--- src/rtl/srl_fifo.sv ---
// Synchronous FIFO whose storage is a pure shift register addressed by occupancy,
// so the array maps onto SRL primitives; first-word-fall-through output.
module srl_fifo #(
    parameter int DEPTH        = 32,
    parameter int WIDTH        = 8,
    parameter int AFULL_THRESH = DEPTH - 4
) (
    input  logic                     clk,
    input  logic                     rst,
    input  logic                     wr_en,
    input  logic [WIDTH-1:0]         din,
    input  logic                     rd_en,
    output logic [WIDTH-1:0]         dout,
    output logic [$clog2(DEPTH):0]   count,
    output logic                     empty,
    output logic                     full,
    output logic                     almost_full,
    output logic                     overflow,
    output logic                     underflow
);

    localparam int AW = $clog2(DEPTH);
    localparam int CW = AW + 1;
    localparam logic [CW-1:0] FULL_CNT  = CW'(DEPTH);
    localparam logic [CW-1:0] AFULL_CNT = CW'(AFULL_THRESH);

    logic [WIDTH-1:0] mem_q [DEPTH];
    logic [CW-1:0]    count_q, count_d;
    logic             overflow_q, overflow_d;
    logic             underflow_q, underflow_d;
    logic             push, pop;
    logic [AW-1:0]    rd_addr;

    // Flags come from the registered count only, never from the request inputs.
    assign empty       = (count_q == '0);
    assign full        = (count_q == FULL_CNT);
    assign almost_full = (count_q >= AFULL_CNT);

    assign push = wr_en && !full;
    assign pop  = rd_en && !empty;

    // Oldest word sits at the deepest occupied tap; the index wraps harmlessly when empty.
    assign rd_addr = AW'(count_q - CW'(1));
    assign dout    = mem_q[rd_addr];

    // NOTE: the storage array has no reset; a reset term would block SRL mapping,
    // and stale words are unreachable because count is cleared.
    always_ff @(posedge clk) begin
        if (push) begin
            mem_q[0] <= din;
            for (int k = 1; k < DEPTH; k++) begin
                mem_q[k] <= mem_q[k-1];
            end
        end
    end

    // NOTE: every always_comb output gets a default first so no latch is inferred.
    always_comb begin
        count_d     = count_q;
        overflow_d  = wr_en && full;
        underflow_d = rd_en && empty;
        case ({push, pop})
            2'b10:   count_d = count_q + CW'(1);
            2'b01:   count_d = count_q - CW'(1);
            default: count_d = count_q;
        endcase
    end

    // NOTE: sequential state uses non-blocking assignments so all flops update together.
    always_ff @(posedge clk or posedge rst) begin
        if (rst) begin
            count_q     <= '0;
            overflow_q  <= 1'b0;
            underflow_q <= 1'b0;
        end else begin
            count_q     <= count_d;
            overflow_q  <= overflow_d;
            underflow_q <= underflow_d;
        end
    end

    assign count     = count_q;
    assign overflow  = overflow_q;
    assign underflow = underflow_q;

endmodule
--- config.mk ---
export PLATFORM = sky130hd
export DESIGN_NAME = srl_fifo
export DESIGN_NICKNAME = d
export VERILOG_FILES = /design/src/rtl/srl_fifo.sv
export SDC_FILE = /design/constraint.sdc
export NUM_CORES = 1
export LEC_CHECK = 0
export ABC_AREA = 1
export ABC_CLOCK_PERIOD_IN_PS = 22700
export CAP_MARGIN = 25
export CORE_MARGIN = 8
export CORE_UTILIZATION = 66
export CTS_CLUSTER_SIZE = 28
export DETAILED_ROUTE_END_ITERATION = 7
export PLACE_DENSITY = 0.84
export SLEW_MARGIN = 20
export SYNTH_ARGS = -nofsm -noshare
export SYNTH_HDL_FRONTEND = slang
export SYNTH_SLANG_ARGS = --single-unit
--- constraint.sdc ---
create_clock -name clk -period 22.7 [get_ports clk]
set_clock_uncertainty 0.05 [all_clocks]
set_input_delay 2.27 -clock clk [delete_from_list [all_inputs] [get_ports clk]]
set_output_delay 2.27 -clock clk [all_outputs]
set_load 0.005 [all_outputs]
==> results of run 1 <==
[worst reg2reg max path: cells and delay by family (launching register included)]
kind	cells	cell delay, ns
adder cells (fa/ha/maj)	1	0.36
flip-flops	1	0.94
buffers and inverters	5	3.12
AND/OR/NAND/NOR	3	0.81
[metrics by stage]
stage                     cell area (um2)  hold slack (ns)  total power [mW]
after detailed placement            12000            0.382              1.43
after floorplan                     11600            0.376              1.21
final                               12900            0.389              1.86
after global placement              12000            0.377              1.41
after global routing                12900            0.402              1.98
after CTS                           12900            0.393              1.87
[path summary, 6_finish.rpt]
path                                    from            to  slack, ns  cells after the start
worst max-delay path                count[0]       dout[0]      15.89                     10
max in group asynchronous                rst      count[0]      20.36                      2
worst min-delay path            mem_q[20][7]  mem_q[21][7]       0.39                      0
min in group asynchronous                rst      count[2]       1.96                      2
worst max register to register      count[0]  mem_q[25][2]      17.09                      9
worst min register to register  mem_q[20][7]  mem_q[21][7]       0.39                      0
[logic make-up after synthesis]
group                    count (synthesis)  synth area share
XOR/XNOR                                 7           0.00721
AO/OA/AOI/OAI                            9           0.00462
flip-flops                             264             0.678
buffers and inverters                  275            0.0972
AND/OR/NAND/NOR                        577             0.209
adder cells (fa/ha/maj)                  4           0.00430
[cells in the final DEF (no fill, tap or decap), types with 2 or more instances in the layout]
| master | count |
|---|---|
| xor2_1 | 2 |
| nor2_1 | 6 |
| buf_4 | 9 |
| dfrtp_1 | 7 |
| nand2_1 | 363 |
| xnor2_1 | 2 |
| nor3_1 | 2 |
| clkinv_1 | 9 |
| o21ai_1 | 2 |
| inv_4 | 2 |
| inv_1 | 217 |
| o21ai_0 | 3 |
| inv_2 | 4 |
| clkbuf_16 | 27 |
| clkdlybuf4s50_1 | 30 |
| ha_1 | 3 |
| xor2_2 | 2 |
| nand3_1 | 202 |
| clkinv_2 | 3 |
| edfxtp_1 | 256 |
| bufinv_16 | 3 |
| clkbuf_1 | 5 |
[registers in the layout, indices dropped and copies added (netlist names)]
register / count
overflow: 1
count: 6
mem_q: 256
underflow: 1
[power by group through the flow]
stage | Clock [mW] | Sequential, mW | Combinational (mW)
3_5_place_dp | 0 | 0.680 | 0.750
6_report | 0.430 | 0.671 | 0.759
4_1_cts | 0.436 | 0.671 | 0.761
2_1_floorplan | 0 | 0.663 | 0.548
3_3_place_gp | 0 | 0.677 | 0.732
5_1_grt | 0.456 | 0.681 | 0.843
[layout make-up]
type                    instances  area share
flip-flops and latches        264       0.612
multi-input cells             597       0.204
inverters                     223      0.0653
clock buffers                  32      0.0539
repair buffers                 40      0.0307
well taps                     225      0.0218
clock inverters                17      0.0126
[routing by layer]
metal / up-vias / share of wire
li1: 3688 / -
met1: 3620 / 0.43
met2: 290 / 0.49
met3: 41 / 0.063
met4: 0 / 0.022
met5: - / 0
==> metrics.md, run 1 <==
| Metric | Value |
|---|---|
| Outcome | `finished, final reports clean` |
| Crit path arrival time | `between 4 and 5 ns` |
| Max_cap viols | `0` |
| Remaining antenna violation count | `0` |
| Syn_nets | `around 1200` |
| EDFF count, synth | `around 260` |
| CORE AREA | `roughly 17000 um2` |
| Post-CTS Setup Repair Bufs | `0` |
| Maximum clock rate | `about 150 MHz` |
| WP buf/inv | `3` |
| Num CTS Buffers | `27` |
| Final-report hold violation count | `0` |
| Sw Share | `0.392` |
| DR WL/cell | `~16 um` |
| Combinational share of power | `0.408` |
| Clock Path Buffers | `3` |
| CP max-delay cell | `dfrtp_4` |
| N_diodes | `0` |
| Setup CP Type | `reg2out` |
| Avg Synthesized Cell Area | `10.2 um2` |
| Top_reg_cell synth | `edfxtp_1` |
| Initial drt markers | `about 760` |
| Post_cts resized | `0` |
| # H-tree levels | `1` |
| Min Tclk post-route | `~6.8 ns` |
| Leak pwr | `around 5.8 nW` |
| Reg area | `between 7000 and 8000 um2` |
| Met1 Use GR | `0.285` |
| Overflow after GRT | `0` |
| Vias per std cell | `5.46` |
| Worst VDD drop | `between 0.1 and 0.15 mV` |
| I/O pin cnt | `31` |
| Layout cells sized above 1 | `0.0494` |
| Hold-fix buffers at CTS | `0` |
| Setup ws final | `around 16 ns` |
| Die W | `149 um` |
| Initial antenna violation count | `0` |
| Non-filler cells, final | `roughly 1400` |
| CTS sink count | `~260` |
| Worst-path cell chain | `inv_4 > ha_1 > xor2_2 > buf_4 > nand3_1 > nand3_1 > nand2_1 > nand2_1 > nand2_1 > clkdlybuf4s50_1` |
| Post-Route WL | `roughly 22000 um` |
| Synth cell count leaders | `363 x nand2_1, 256 x edfxtp_1, 217 x inv_1` |
| Via count | `approximately 7600` |
| Hold/Removal Path Class | `reg2reg` |
| Startpoint Class | `flop` |
| Finished Core Util | `0.745` |
| Final Max Slew Viols | `0` |
| PwrDens | `144 nW/um2` |
| Seq/Total Area, Yosys | `0.678` |
| Largest net degree at the start of global routing | `88` |
| Vias in the first global route | `around 7400` |
| Synth unique cells | `28` |
| Most common cell on crit path | `nand2_1` |
| Met2 Track Usage GR | `0.340` |
| Post-placement cell count | `1348` |
| Pre-antenna DRT Iters | `8` |
| Area taken by multi-input logic gates | `about 2600 um2` |
| Initial core utilization | `0.673` |
| Final setup violation count | `0` |
| Unrepaired setup endpoints after global routing | `false` |
| Clock transition at the registers of the reported paths | `about 0.06 ns` |
| # port buffers | `30` |
| Synthesized area | `around 12000 um2` |
| Grt met3 use | `0.0313` |
| Synth area leaders | `edfxtp_1 66%, nand2_1 12%, nand3_1 8.7%, inv_1 7.0%, dfrtp_1 1.7%` |
| Sequential share of power | `0.361` |
| Final period utilization | `0.300` |
| Slew HR | `0.329` |
| Clk root buf | `clkbuf_16` |
| Nets@finish | `1169` |
| Place WS | `between 15 and 20 ns` |
| Synth warn | `0` |
| Residual DRC | `0` |
| Yosys top cell by area | `edfxtp_1` |
| Share of total power in the clock network | `0.231` |
| Fillers | `between 1000 and 1500` |
| Async set-reset flop share out of synthesis | `0.0303` |
| Count leader, synth | `nand2_1` |
| Post-Synthesis Cells | `roughly 1100` |
| Post-synth top area share | `0.661` |
| Setup TNS Final | `0 ns` |
| Int Pwr | `approximately 1.1 mW` |
| CTS tree | `yes` |
| Switch Pwr | `730 uW` |
| Cell row count | `48` |
| Area growth syn-to-layout | `10.8%` |
| First-pass GRT wire length | `approximately 37000 um` |
| Die height | `149 um` |
| Clk_lat worst skew | `~0.53 ns` |
| Worst-margin pin slew | `just over 1 ns` |
| Routability congestion estimate | `0.796` |
| Top delay family on crit path | `buffers and inverters` |
| Gr usage total | `0.207` |
| Die area | `about 22000 um2` |
| Top Usage Layer GRT | `met2` |
| Slowest Stage Delay on Critical Path | `0.94 ns` |
| Hpwl dp | `about 12000 um` |
| WP data required | `about 20 ns` |
| Worst setup EP type | `output port` |
| Worst-path maximum fanout | `80` |
| Synth Register Bits | `264` |
(Power assumes the default switching activity.)
==> run 2: changes to the inputs <==
--- a/config.mk
+++ b/config.mk
@@ -6,13 +6,13 @@
 export NUM_CORES = 1
 export LEC_CHECK = 0
 export ABC_AREA = 1
-export ABC_CLOCK_PERIOD_IN_PS = 22700
+export ABC_CLOCK_PERIOD_IN_PS = 6500
 export CAP_MARGIN = 25
 export CORE_MARGIN = 8
-export CORE_UTILIZATION = 66
+export CORE_UTILIZATION = 62
 export CTS_CLUSTER_SIZE = 28
 export DETAILED_ROUTE_END_ITERATION = 7
-export PLACE_DENSITY = 0.84
+export PLACE_DENSITY = 0.8
 export SLEW_MARGIN = 20
 export SYNTH_ARGS = -nofsm -noshare
 export SYNTH_HDL_FRONTEND = slang
==> constraint.sdc (replaced) <==
create_clock -name clk -period 6.5 [get_ports clk]
set_clock_uncertainty 0.05 [all_clocks]
set_input_delay 0.65 -clock clk [delete_from_list [all_inputs] [get_ports clk]]
set_output_delay 0.65 -clock clk [all_outputs]
set_load 0.005 [all_outputs]
==> run 2 against run 1 <==
  * Via count shrank 1.5%
  * Core utilization shrank 5.1 points
  * Cell area is essentially flat
  * Die area grew 5.8%
  * Critical endpoint is now dout[5]
==> metrics.md, run 2 (synthesis gave the netlist of run 1 again) <==
| Metric | Value |
|---|---|
| Final setup violation count | `0` |
| Die W | `roughly 150 um` |
| Worst-margin pin slew | `about 0.88 ns` |
| Residual DRC | `0` |
| Unrepaired setup endpoints after global routing | `false` |
| Remaining antenna violation count | `0` |
| CTS sink count | `around 260` |
| Setup ws final | `approximately 1.6 ns` |
| Largest register by flop count | `mem_q` |
| Overflow after GRT | `0` |
| # port buffers | `30` |
| Worst-path maximum fanout | `70` |
| Fin area | `12900 um2` |
| Worst VDD drop | `approximately 0.53 mV` |
| Leak pwr | `about 5.8 nW` |
| CTS tree | `yes` |
| Final-report hold violation count | `0` |
| PwrDens | `498 nW/um2` |
| Post-placement cell count | `1359` |
| Setup CP Type | `reg2out` |
| Max_cap viols | `0` |
| Initial drt markers | `722` |
| Initial antenna violation count | `0` |
| Clk_lat worst skew | `0.53 ns` |
| Outcome | `finished, final reports clean` |
| Area growth syn-to-layout | `10.9%` |
| Cell Area, Placed | `between 10000 and 15000 um2` |
| Layout cells sized above 1 | `0.0502` |
| Nets@finish | `about 1200` |
| Slew HR | `0.415` |
| N_diodes | `0` |
| Setup TNS Final | `0 ns` |
| Final period utilization | `0.757` |
| Vias per std cell | `5.33` |
| Worst Reg-to-Reg Cells | `7` |
| Setup slack, reg-to-reg | `around 2.8 ns` |
| Hpwl dp | `approximately 12000 um` |
| Clock transition at the registers of the reported paths | `approximately 0.060 ns` |
| Worst flop-to-flop path startpoint | `count[0]` |
| First-pass GRT wire length | `36100 um` |
| Final Max Slew Viols | `0` |
| Commonest non-fill, non-tap cell in the layout | `nand2_1` |
| Pre-antenna DRT Iters | `5` |
| Largest net degree at the start of global routing | `105` |
| Max FFs per register | `between 200 and 300` |
| WP data required | `between 5 and 6 ns` |
| Maximum clock rate | `between 200 and 250 MHz` |
| Clk root buf | `clkbuf_16` |
| Vias in the first global route | `7204` |
| Routability congestion estimate | `between 0.7 and 0.8` |
| Clock Path Buffers | `3` |
| Via count | `~7500` |
| RR Endpoint | `mem_q[3][2]` |
| Non-filler cells, final | `between 1000 and 1500` |
| Post-Route WL | `roughly 22000 um` |
| Num CTS Buffers | `27` |
| Cell row count | `50` |
| Hold-fix buffers at CTS | `0` |
| Hold/Removal Path Class | `in2async` |
| Place WS | `a little over 2 ns` |
| Gr usage total | `0.185` |
| DR WL/cell | `between 15 and 20 um` |
| Worst setup EP type | `output port` |
| Die area | `23400 um2` |
| # H-tree levels | `1` |
| Post_cts resized | `0` |
| Crit path arrival time | `between 4 and 5 ns` |
| Die height | `between 150 and 200 um` |
| Min Tclk post-route | `4.92 ns` |
| Startpoint Class | `flop` |
| I/O pin cnt | `31` |
| Most frequent cells in the layout | `363 x nand2_1, 256 x edfxtp_1, 217 x inv_1` |
| CORE AREA | `18600 um2` |
| Initial core utilization | `0.626` |
| Post-CTS Setup Repair Bufs | `0` |
[run 2: changes by cell type in the layout (fill, tap and decap cells not counted), sizes merged]
cell,change
clkinv,+3
buf,+2
bufinv,-1
clkbuf,-1
clkinvlp,-1
inv,+1
[run 2: area by class of cell]
cell class / instances / area [um2]
fillers: 1305 / 5680
clock inverters: 19 / 134
clock buffers: 31 / 691
well taps: 234 / 293
repair buffers: 42 / 423
multi-input cells: 597 / 2630
inverters: 223 / 842
flip-flops and latches: 264 / 7890
[run 2: worst max path at each step]
stage | slack [ns] | from | endpoint
after floorplan | 0.34 | count[0] | count[2]
after global placement | 2.01 | count[0] | dout[0]
after detailed placement | 2.01 | count[0] | dout[0]
after CTS | 1.35 | count[0] | dout[5]
after global routing | 1.34 | count[0] | dout[5]
final | 1.58 | count[0] | dout[5]
[run 2: worst max-delay path, stage by stage (launching register included)]
cell and delay [ns]:
dfrtp_4 0.76, inv_4 0.36, buf_4 0.52, buf_12 0.33, nand4_1 0.17, nand2_2 0.42, inv_4 0.22, nand3_1 0.19
nand2_1 0.08, nand2_1 0.06, nand2_1 0.08, clkdlybuf4s50_1 0.46
[run 2: stage by stage]
| step | total power [mW] | utilization | hold WS (ns) |
|---|---|---|---|
| after detailed placement | 4.97 | 0.649 | 0.382 |
| after CTS | 6.44 | 0.693 | 0.311 |
| final | 6.42 | 0.694 | 0.313 |
| after global routing | 6.85 | 0.694 | 0.338 |
| after global placement | 4.90 | 0.647 | 0.377 |
| after floorplan | 4.19 | - | 0.376 |
[run 2: metal layers]
| layer | global-route usage | vias up | part of all wire |
|---|---|---|---|
| met2 | 0.298 | 242 | 0.48 |
| met5 | 0 | - | 0 |
| met4 | 0.0580 | 0 | 0.022 |
| li1 | - | 3685 | - |
| met3 | 0.0290 | 43 | 0.064 |
| met1 | 0.256 | 3552 | 0.43 |
[run 2: power breakdown]
part | leakage, nW | internal (mW) | switching [mW]
logic | 2.76 | 0.933 | 1.70
clock network | 0.405 | 0.835 | 0.618
registers | 2.60 | 2.15 | 0.191
total | 5.76 | 3.91 | 2.51
==> run 3: changes to the inputs <==
--- a/config.mk
+++ b/config.mk
@@ -6,7 +6,7 @@
 export NUM_CORES = 1
 export LEC_CHECK = 0
 export ABC_AREA = 1
-export ABC_CLOCK_PERIOD_IN_PS = 6500
+export ABC_CLOCK_PERIOD_IN_PS = 4750
 export CAP_MARGIN = 25
 export CORE_MARGIN = 8
 export CORE_UTILIZATION = 62
==> constraint.sdc (replaced) <==
create_clock -name clk -period 4.75 [get_ports clk]
set_clock_uncertainty 0.05 [all_clocks]
set_input_delay 0.475 -clock clk [delete_from_list [all_inputs] [get_ports clk]]
set_output_delay 0.475 -clock clk [all_outputs]
set_load 0.005 [all_outputs]
==> run 3 against run 2 <==
  * Final cell count decreased by 0.21%
  * Highest routed layer unchanged
  * Clock power rose by 40%
  * Setup slack worse by 1.1 ns
  * Worst hold slack worse by 0.18 ns
  * Via count fell by 0.52%
  * Total power up 39%
  * Die area unchanged
  * Register-to-register slack worse by 0.88 ns
  * Global-route usage hardly changed
  * Cell area up 0.59%
==> metrics.md, run 3 (synthesis gave the netlist of run 1 again) <==
| Metric | Value |
|---|---|
| # H-tree levels | `1` |
| I/O pin cnt | `31` |
| Worst-margin pin slew | `around 1.0 ns` |
| DR WL/cell | `roughly 16 um` |
| Maximum clock rate | `236 MHz` |
| Hold/Removal Path Class | `in2async` |
| Clk root buf | `clkbuf_16` |
| Combinational share of power | `0.422` |
| Die height | `~150 um` |
| Startpoint Class | `flop` |
| Cell Area, Placed | `12100 um2` |
| Place WS | `around 1.1 ns` |
| Vias in the first global route | `6996` |
| Sequential share of power | `0.350` |
| Sw Share | `0.393` |
| Pre-antenna DRT Iters | `5` |
| Worst-path maximum fanout | `65` |
| Crit path arrival time | `~3.7 ns` |
| Outcome | `finished, final reports clean` |
| Max FFs per register | `256` |
| PwrDens | `686 nW/um2` |
| Gr usage total | `0.186` |
| Hold-fix buffers at CTS | `0` |
| Residual DRC | `0` |
| Routability congestion estimate | `between 0.7 and 0.8` |
| Hold slack | `around 0.13 ns` |
| Leak pwr | `between 5 and 6 nW` |
| Hpwl dp | `11800 um` |
| # port buffers | `30` |
| Int Pwr | `5.41 mW` |
| Final Max Slew Viols | `0` |
| Fin area | `approximately 13000 um2` |
| Die area | `23400 um2` |
| Final-report hold violation count | `0` |
| Switch Pwr | `about 3.5 mW` |
| Final setup violation count | `0` |
| Min Tclk post-route | `approximately 4.2 ns` |
| Commonest non-fill, non-tap cell in the layout | `nand2_1` |
| Initial antenna violation count | `0` |
| First-pass GRT wire length | `around 36000 um` |
| Worst Reg-to-Reg Cells | `11` |
| Setup TNS Final | `0 ns` |
| Slew HR | `0.317` |
| Final period utilization | `0.893` |
| Largest register by flop count | `mem_q` |
| Clock Path Buffers | `3` |
| Largest net degree at the start of global routing | `210` |
| Worst setup EP type | `output port` |
| Via count | `7483` |
| N_diodes | `0` |
| Clk_lat worst skew | `0.55 ns` |
| Post_cts resized | `0` |
| Cell row count | `50` |
| Initial core utilization | `0.626` |
| Clock transition at the registers of the reported paths | `about 0.06 ns` |
| Remaining antenna violation count | `0` |
| Post-Route WL | `approximately 22000 um` |
| CORE AREA | `between 15000 and 20000 um2` |
| Unrepaired setup endpoints after global routing | `false` |
| CTS sink count | `~260` |
| Vias per std cell | `5.32` |
| Setup CP Type | `reg2out` |
| Die W | `about 150 um` |
| Overflow after GRT | `0` |
| Worst VDD drop | `0.561 mV` |
| Layout cells sized above 1 | `0.0580` |
| Initial drt markers | `907` |
| Nets@finish | `1169` |
| Area growth syn-to-layout | `11.5%` |
| WP data required | `between 4 and 5 ns` |
| Setup ws final | `a little over 0.5 ns` |
| Finished Core Util | `0.698` |
| Num CTS Buffers | `27` |
| Post-CTS Setup Repair Bufs | `0` |
| Most frequent cells in the layout | `361 x nand2_1, 256 x edfxtp_1, 215 x inv_1` |
| CTS tree | `yes` |
| Share of total power in the clock network | `0.228` |
| Max_cap viols | `0` |
run 3: cell type report:
type | count | area, um2
fillers | 1333 | 5600
inverters | 223 | 845
well taps | 234 | 293
clock inverters | 19 | 159
clock buffers | 30 | 687
multi-input cells | 597 | 2680
flip-flops and latches | 264 | 7890
repair buffers | 40 | 420
run 3: power groups by stage:
stage | sequential, mW | combinational [mW] | clock, mW
final | 3.12 | 3.76 | 2.03
after global routing | 3.15 | 4.17 | 2.15
after CTS | 3.12 | 3.76 | 2.06
after detailed placement | 3.16 | 3.71 | 0
after global placement | 3.14 | 3.66 | 0
after floorplan | 3.11 | 2.67 | 0
run 3: worst max-delay path, cell delays in order (launching register included):
cell             delay (ns)
dfrtp_4                0.48
inv_4                  0.49
ha_4                   0.22
buf_4                  0.65
nand3_1                0.23
nand3_1                0.15
nand3_1                0.10
nand2_1                0.07
nand2_1                0.05
nand2_1                0.14
clkdlybuf4s50_1        0.53
run 3: per-stage QoR:
step                      cells  power, mW
after CTS                  1406       8.94
after detailed placement   1357       6.87
after global placement     1357       6.81
after global routing       1407       9.47
after floorplan            1136       5.78
final                      1407       8.91
run 3: worst paths after layout:
check / start / endpoint / slack [ns]
worst max-delay path: count[0] / dout[4] / 0.51
worst min-delay path: rst / underflow / 0.13
worst max register to register: count[0] / count[2] / 1.92
worst min register to register: mem_q[12][5] / mem_q[13][5] / 0.39
max in group asynchronous: rst / count[0] / 4.24
min in group clk: mem_q[12][5] / mem_q[13][5] / 0.39
run 3: per-layer routing:
layer | vias to the layer above | track usage | part of all wire
li1 | 3694 | - | -
met1 | 3542 | 0.263 | 0.45
met2 | 220 | 0.295 | 0.48
met3 | 27 | 0.0276 | 0.055
met4 | 0 | 0.0518 | 0.016
met5 | - | 0 | 0
